===== src/rtl/alu_issue_sched.sv =====
// alu_issue_sched: out-of-order issue queue feeding one integer/branch ALU port.
// Latency: enqueue or wakeup at edge t -> selectable in cycle t+1 -> in the issue stage from edge t+2.
// Backpressure: OUT_enqReady comes from registered occupancy only; IN_stall holds the issue stage while entries keep waking.
//
// Ports: clk/rst_n (synchronous, active-low); IN_enq* enqueue a renamed uop (OUT_enqReady = free entry);
// IN_wbValid/IN_wbTag are NUM_WB writeback tag broadcasts; IN_branchTaken/IN_branchSqN squash younger uops;
// IN_stall holds the issue stage; OUT_issue* is the registered issue stage; OUT_count = occupied entries.
// Option: define ALU_SCHED_SPEC_WAKEUP_EN to use IN_zcValid/IN_zcTag as a same-cycle wakeup
// (back-to-back dependent ALU ops). Without it the zc ports are ignored.
module alu_issue_sched #(
  parameter int DEPTH     = 8,
  parameter int TAG_W     = 7,
  parameter int SQN_W     = 7,
  parameter int PAYLOAD_W = 128,
  parameter int NUM_WB    = 4
) (
  input  logic                    clk,
  input  logic                    rst_n,
  input  logic                    IN_enqValid,
  input  logic [TAG_W-1:0]        IN_enqSrcTagA,
  input  logic [TAG_W-1:0]        IN_enqSrcTagB,
  input  logic [TAG_W-1:0]        IN_enqTagDst,
  input  logic [SQN_W-1:0]        IN_enqSqN,
  input  logic [PAYLOAD_W-1:0]    IN_enqPayload,
  output logic                    OUT_enqReady,
  input  logic [NUM_WB-1:0]       IN_wbValid,
  input  logic [NUM_WB*TAG_W-1:0] IN_wbTag,
  input  logic                    IN_branchTaken,
  input  logic [SQN_W-1:0]        IN_branchSqN,
  input  logic                    IN_stall,
  input  logic                    IN_zcValid,
  input  logic [TAG_W-1:0]        IN_zcTag,
  output logic                    OUT_issueValid,
  output logic [TAG_W-1:0]        OUT_issueTagDst,
  output logic [SQN_W-1:0]        OUT_issueSqN,
  output logic [PAYLOAD_W-1:0]    OUT_issuePayload,
  output logic [$clog2(DEPTH):0]  OUT_count
);

  localparam int IDX_W = $clog2(DEPTH);
  localparam int CNT_W = IDX_W + 1;

  typedef struct packed {
    logic [TAG_W-1:0]     srcTagA;
    logic [TAG_W-1:0]     srcTagB;
    logic                 rdyA;
    logic                 rdyB;
    logic [TAG_W-1:0]     tagDst;
    logic [SQN_W-1:0]     sqN;
    logic [PAYLOAD_W-1:0] payload;
  } entry_t;

  entry_t           entries [DEPTH];
  logic [DEPTH-1:0] entryValid;

  logic                 stageValid;
  logic [TAG_W-1:0]     stageTagDst;
  logic [SQN_W-1:0]     stageSqN;
  logic [PAYLOAD_W-1:0] stagePayload;

  // Same-cycle forward from the ALU; trusted only while the stage is actually draining.
  logic             zcLive;
  logic [TAG_W-1:0] zcTagEff;
`ifdef ALU_SCHED_SPEC_WAKEUP_EN
  assign zcLive   = IN_zcValid && !IN_stall;
  assign zcTagEff = IN_zcTag;
`else
  logic unusedZc;
  assign zcLive   = 1'b0;
  assign zcTagEff = '0;
  assign unusedZc = ^{IN_zcValid, IN_zcTag};
`endif

  // a is younger than b when the wrapped difference is strictly positive.
  function automatic logic isYounger(input logic [SQN_W-1:0] a, input logic [SQN_W-1:0] b);
    logic [SQN_W-1:0] d;
    d = a - b;
    return (d != '0) && !d[SQN_W-1];
  endfunction

  // True when any broadcast source (writeback ports or the zc forward) produces this tag now.
  function automatic logic wakeHit(input logic [TAG_W-1:0] tag);
    logic hit;
    hit = zcLive && (tag == zcTagEff);
    for (int p = 0; p < NUM_WB; p++) begin
      if (IN_wbValid[p] && (IN_wbTag[p*TAG_W +: TAG_W] == tag)) hit = 1'b1;
    end
    return hit;
  endfunction

  logic [DEPTH-1:0] candidate;
  logic             selFound;
  logic [IDX_W-1:0] selIdx;
  logic [SQN_W-1:0] selSqN;
  logic [IDX_W-1:0] freeIdx;
  logic [CNT_W-1:0] occCount;

  always_comb begin
    candidate = '0;
    selFound  = 1'b0;
    selIdx    = '0;
    selSqN    = '0;
    freeIdx   = '0;
    occCount  = '0;
    for (int i = 0; i < DEPTH; i++) begin
      candidate[i] = entryValid[i]
                   && (entries[i].rdyA || (zcLive && (entries[i].srcTagA == zcTagEff)))
                   && (entries[i].rdyB || (zcLive && (entries[i].srcTagB == zcTagEff)));
      // Oldest-first: sqNs are unique, so a running minimum is enough.
      if (candidate[i] && (!selFound || isYounger(selSqN, entries[i].sqN))) begin
        selFound = 1'b1;
        selIdx   = IDX_W'(i);
        selSqN   = entries[i].sqN;
      end
      occCount = occCount + CNT_W'(entryValid[i]);
    end
    // Scan downwards so the lowest free index wins.
    for (int i = DEPTH - 1; i >= 0; i--) begin
      if (!entryValid[i]) freeIdx = IDX_W'(i);
    end
  end

  logic canIssue;
  logic selSquash;
  logic enqSquash;
  logic enqFire;

  assign OUT_count    = occCount;
  assign OUT_enqReady = (occCount < CNT_W'(DEPTH));
  assign canIssue     = !stageValid || !IN_stall;
  assign selSquash    = IN_branchTaken && isYounger(selSqN, IN_branchSqN);
  assign enqSquash    = IN_branchTaken && isYounger(IN_enqSqN, IN_branchSqN);
  assign enqFire      = IN_enqValid && OUT_enqReady && !enqSquash;

  // Control state: entry valid bits and issue-stage valid.
  always_ff @(posedge clk) begin
    if (!rst_n) begin
      entryValid <= '0;
      stageValid <= 1'b0;
    end else begin
      for (int i = 0; i < DEPTH; i++) begin
        if (IN_branchTaken && isYounger(entries[i].sqN, IN_branchSqN)) entryValid[i] <= 1'b0;
      end
      // The selected entry leaves the queue even if the flush kills it on the way to the stage.
      if (canIssue && selFound) entryValid[selIdx] <= 1'b0;
      // freeIdx is never the selected or a flushed entry: it is currently invalid.
      if (enqFire) entryValid[freeIdx] <= 1'b1;

      if (canIssue) begin
        stageValid <= selFound && !selSquash;
      end else if (IN_branchTaken && isYounger(stageSqN, IN_branchSqN)) begin
        stageValid <= 1'b0;
      end
    end
  end

  // Datapath: entry contents, wakeup, and issue-stage payload (qualified by the valid bits).
  always_ff @(posedge clk) begin
    for (int i = 0; i < DEPTH; i++) begin
      if (wakeHit(entries[i].srcTagA)) entries[i].rdyA <= 1'b1;
      if (wakeHit(entries[i].srcTagB)) entries[i].rdyB <= 1'b1;
    end
    // Placed after the wakeup loop so a new uop overrides stale ready bits of the free slot.
    if (enqFire) begin
      entries[freeIdx].srcTagA <= IN_enqSrcTagA;
      entries[freeIdx].srcTagB <= IN_enqSrcTagB;
      entries[freeIdx].rdyA    <= IN_enqSrcTagA[TAG_W-1] || wakeHit(IN_enqSrcTagA);
      entries[freeIdx].rdyB    <= IN_enqSrcTagB[TAG_W-1] || wakeHit(IN_enqSrcTagB);
      entries[freeIdx].tagDst  <= IN_enqTagDst;
      entries[freeIdx].sqN     <= IN_enqSqN;
      entries[freeIdx].payload <= IN_enqPayload;
    end
    if (canIssue && selFound) begin
      stageTagDst  <= entries[selIdx].tagDst;
      stageSqN     <= entries[selIdx].sqN;
      stagePayload <= entries[selIdx].payload;
    end
  end

  assign OUT_issueValid   = stageValid;
  assign OUT_issueTagDst  = stageTagDst;
  assign OUT_issueSqN     = stageSqN;
  assign OUT_issuePayload = stagePayload;

endmodule


===== config.mk =====
export PLATFORM = sky130hd
export DESIGN_NAME = alu_issue_sched
export DESIGN_NICKNAME = d
export VERILOG_FILES = /design/src/rtl/alu_issue_sched.sv
export SDC_FILE = /design/constraint.sdc
export NUM_CORES = 2
export LEC_CHECK = 0
export ABC_AREA = 1
export BUFFER_PORTS_ARGS = -buffer_cell sky130_fd_sc_hd__clkbuf_2
export CORE_MARGIN = 4
export CORE_UTILIZATION = 45
export CTS_BUF_LIST = sky130_fd_sc_hd__clkbuf_4 sky130_fd_sc_hd__clkbuf_8 sky130_fd_sc_hd__clkbuf_16
export DETAILED_ROUTE_END_ITERATION = 8
export PLACE_DENSITY = 0.67
export SLEW_MARGIN = 20
export SYNTH_ARGS = -nofsm -noshare
export SYNTH_HDL_FRONTEND = slang
export SYNTH_SLANG_ARGS = --single-unit
export TNS_END_PERCENT = 30

===== constraint.sdc =====
create_clock -name clk -period 42.1 [get_ports clk]
set_input_delay 6.315 -clock clk [delete_from_list [all_inputs] [get_ports clk]]
set_output_delay 6.315 -clock clk [all_outputs]
set_load 0.03 [all_outputs]

==> flow_summary_export.csv <==
group,metric,value,unit
setup_path,path_depth,106,
power_and_ir_drop,fin_total_pwr,3.16,mW
clocking,cts_resized,0,
power_and_ir_drop,power.internal,2.41,mW
clocking,clk_pin_slew_worst_paths,0.06,ns
floorplan,core,142000,um2
synthesis,synth_cell_type_count,51,
worst_hold_path,holdPathStages,2,
clocking,clk_latency,0.80,ns
detailed_routing,drt_first_pass_iters,9,
setup_path,slowest_stage,"buf_4",
global_routing,grt_max_degree,235,
cells_and_area,area_growth,12.7,%
global_routing,gr-usage-all-layers,24.2,%
setup_path,worstPathArrival,20.75,ns
setup_path,setup.worst_path.end_class,"register",
sta,rsz0062_at_grt,"no",
detailed_routing,drtIter0Drc,5121,
synthesis,synth_edf_count,1390,
global_routing,antenna_found_initial,27,
detailed_routing,num_vias,44922,
global_routing,grt_pass1_wl,270,mm
power_and_ir_drop,p_clk_share,41.3,%
detailed_routing,drc_errors,0,
cells_and_area,nFillCells,12263,
sta,timing.final.hold_violations,0,
clocking,clock-sinks,1415,
synthesis,syn_inst,5686,
sta,min_period,20.24,ns
place,routabilityCongestion,0.963,
power_and_ir_drop,comb_power_share,7.8,%
floorplan,start_util,45.3,%
floorplan,die-height,386,um
global_routing,grt_pass1_vias,42987,
sta,final-max-slew-violation-count,0,
power_and_ir_drop,p_sw_share,23.9,%
setup_path,critPathBufInv,20,
synthesis,yosysWarnings,0,
floorplan,die_w,386,um
clocking,cts_tree,"yes",
place,numPortBuffers,347,
flow_run,cap_violations,0,
worst_hold_path,hp-class,"reg2reg",
power_and_ir_drop,leakagePower,28.2,nW
power_and_ir_drop,power_switching,0.756,mW
sta,setup_tns,0,ns
floorplan,ios,356,
synthesis,async_flop_share,0,%
sta,setup_ws,21.86,ns
clocking,holdBufCountCts,0,
setup_path,cp-start-kind,"register",
detailed_routing,wirelength,183,mm
floorplan,die-area,149000,um2
synthesis,syn_nets,6009,
detailed_routing,ant_nets,0,
setup_path,critPathTopFamily,"simple AND/OR/NAND/NOR gates",
status,status,"complete, no violations",
synthesis,syn_area,64200,um2
power_and_ir_drop,powerDensity,43.7,nW/um2
setup_path,critPathRequiredTime,42.61,ns
clocking,cts-htree-levels,4,
sta,clock_skew,0.0372,ns
sta,finalSetupViolCount,0,
synthesis,syn_area_per_cell,11.3,um2
sta,max_freq,49.4,MHz
synthesis,synth-seq-cells,1415,
detailed_routing,viasPerCell,5.64,
place,dp_hpwl,100,mm
setup_path,worstPathMaxFanout,100,
synthesis,synth.yosys.seq_area_share,65.8,%
power_and_ir_drop,seqPwrFrac,50.9,%
sta,slew_headroom,17.0,%
clocking,cts_root_buf,"clkbuf_16",
global_routing,grt.overflow.total,0,
clocking,clock_path_buffers,3,
cells_and_area,layout-drive-gt1-share,11.7,%
setup_path,max_stage_delay,0.82,ns
sta,worstMarginPinSlew,1.24,ns
setup_path,r2r_cells,106,
floorplan,std_cell_rows,138,
place,place_ws,21.86,ns
setup_path,crit_type,"reg2reg",
cells_and_area,nets,6260,
clocking,numCtsBuffers,152,
detailed_routing,wl_per_cell,23.0,um
clocking,cts_setup_buffers,0,
synthesis,ys_dominant_reg_cell,"edfxtp_1",
sta,finalCritPeriodShare,48.1,%
power_and_ir_drop,peakVddDrop,0.0000388,V
[worst reg2reg max path: cells and delay by family (launching register included)]
| family | cells | cell delay (ns) |
|---|---|---|
| simple gates | 47 | 6.63 |
| compound gates | 26 | 5.78 |
| buf+inv | 20 | 3.68 |
| fa+ha+maj | 7 | 2.15 |
| xor+xnor | 6 | 1.23 |
| flops | 1 | 0.52 |
[cell usage in the layout (no fill, tap or decap), types with 43 or more instances in the layout]
master        n
a21oi_1     240
clkinv_1     45
buf_4        48
clkbuf_2    347
o2111ai_1    43
a221oi_1     70
o22ai_1     102
clkbuf_16   154
inv_1       724
nand4_1     163
xnor2_1      84
o211ai_1     43
nor2_1      121
nand3_1     176
edfxtp_1   1390
o21ai_1     105
o21ai_0     429
xor2_1      139
nand2_1    1175
ha_1        111
[routing by layer]
layer | routed length [um] | global-route usage, %
met1 | 73600 | 31.9
met2 | 84100 | 38.3
met3 | 18900 | 7.03
met4 | 6160 | 8.43
met5 | 158 | 0
[cell families (layout without fill, tap and decap cells)]
group / count (synthesis) / after routing / share of synthesized area [%]
buf+inv: 1043 / 1420 / 6.62
flops: 1415 / 1415 / 65.8
xor+xnor: 223 / 223 / 3.04
simple gates: 1741 / 1741 / 11.7
other cells: 0 / 12 / 0
fa+ha+maj: 115 / 115 / 2.29
compound gates: 1149 / 1149 / 10.5
[through the flow]
step	instance area (um2)	utilization, %	hold WS [ns]	instances
detailed placement	67400	47.6	0.532	7672
floorplan	64200	-	0.450	5686
global route	72300	51.1	0.569	7954
finish	72300	51.1	0.542	7965
CTS	72300	51.1	0.543	7952
global placement	67400	47.6	0.528	7672
[layout make-up]
class | count | area, um2 | area share, %
Clock inverter | 88 | 746 | 1.03
Clock buffer | 192 | 4160 | 5.75
Antenna cell | 12 | 30.0 | 0.0415
Sequential cell | 1415 | 42200 | 58.4
Multi-Input combinational cell | 3228 | 17800 | 24.6
Tap cell | 1890 | 2360 | 3.27
Inverter | 739 | 2790 | 3.86
Timing Repair Buffer | 401 | 2220 | 3.08
[power groups by stage]
stage / clock network, mW / registers, mW / logic (mW)
after floorplan: 0 / 1.66 / 0.134
after global placement: 0 / 1.64 / 0.238
after detailed placement: 0 / 1.64 / 0.243
after CTS: 1.33 / 1.61 / 0.244
final: 1.31 / 1.61 / 0.248
after global routing: 1.39 / 1.61 / 0.269
[worst paths after layout]
kind,endpoint,start,slack (ns)
max reg2reg,OUT_issuePayload[90]$_DFFE_PP_,entryValid[0]$_SDFF_PN0_,21.86
min,OUT_issuePayload[46]$_DFFE_PP_,entries[4][46]$_DFFE_PP_,0.54
min reg2reg,OUT_issuePayload[46]$_DFFE_PP_,entries[4][46]$_DFFE_PP_,0.54
max,OUT_issuePayload[90]$_DFFE_PP_,entryValid[0]$_SDFF_PN0_,21.86
[synthesized netlist by cell type, types with 18 or more instances]
cell	n	area, um2
a2111oi_0	25	219
a21oi_1	241	1210
a221oi_1	70	613
buf_1	36	135
buf_2	83	415
buf_6	23	259
clkbuf_1	150	563
dfxtp_1	25	500
edfxtp_1	1390	41700
ha_1	111	1390
inv_1	724	2720
nand2_1	1175	4410
nand3_1	176	881
nand4_1	163	1020
nor2_1	129	484
nor4_1	21	131
o2111ai_1	43	377
o211ai_1	43	323
o21ai_0	429	2150
o21ai_1	105	526
o21bai_1	18	135
o22ai_1	102	638
xnor2_1	84	736
xor2_1	139	1220
[state kept, by name (all words and copies together), names as in the netlist]
signal / cells
entries: 1264
OUT_issueSqN: 7
OUT_issueValid: 1
OUT_issuePayload: 128
entryValid: 8
OUT_issueTagDst: 7
No activity file was read; power rests on OpenSTA's default activity.
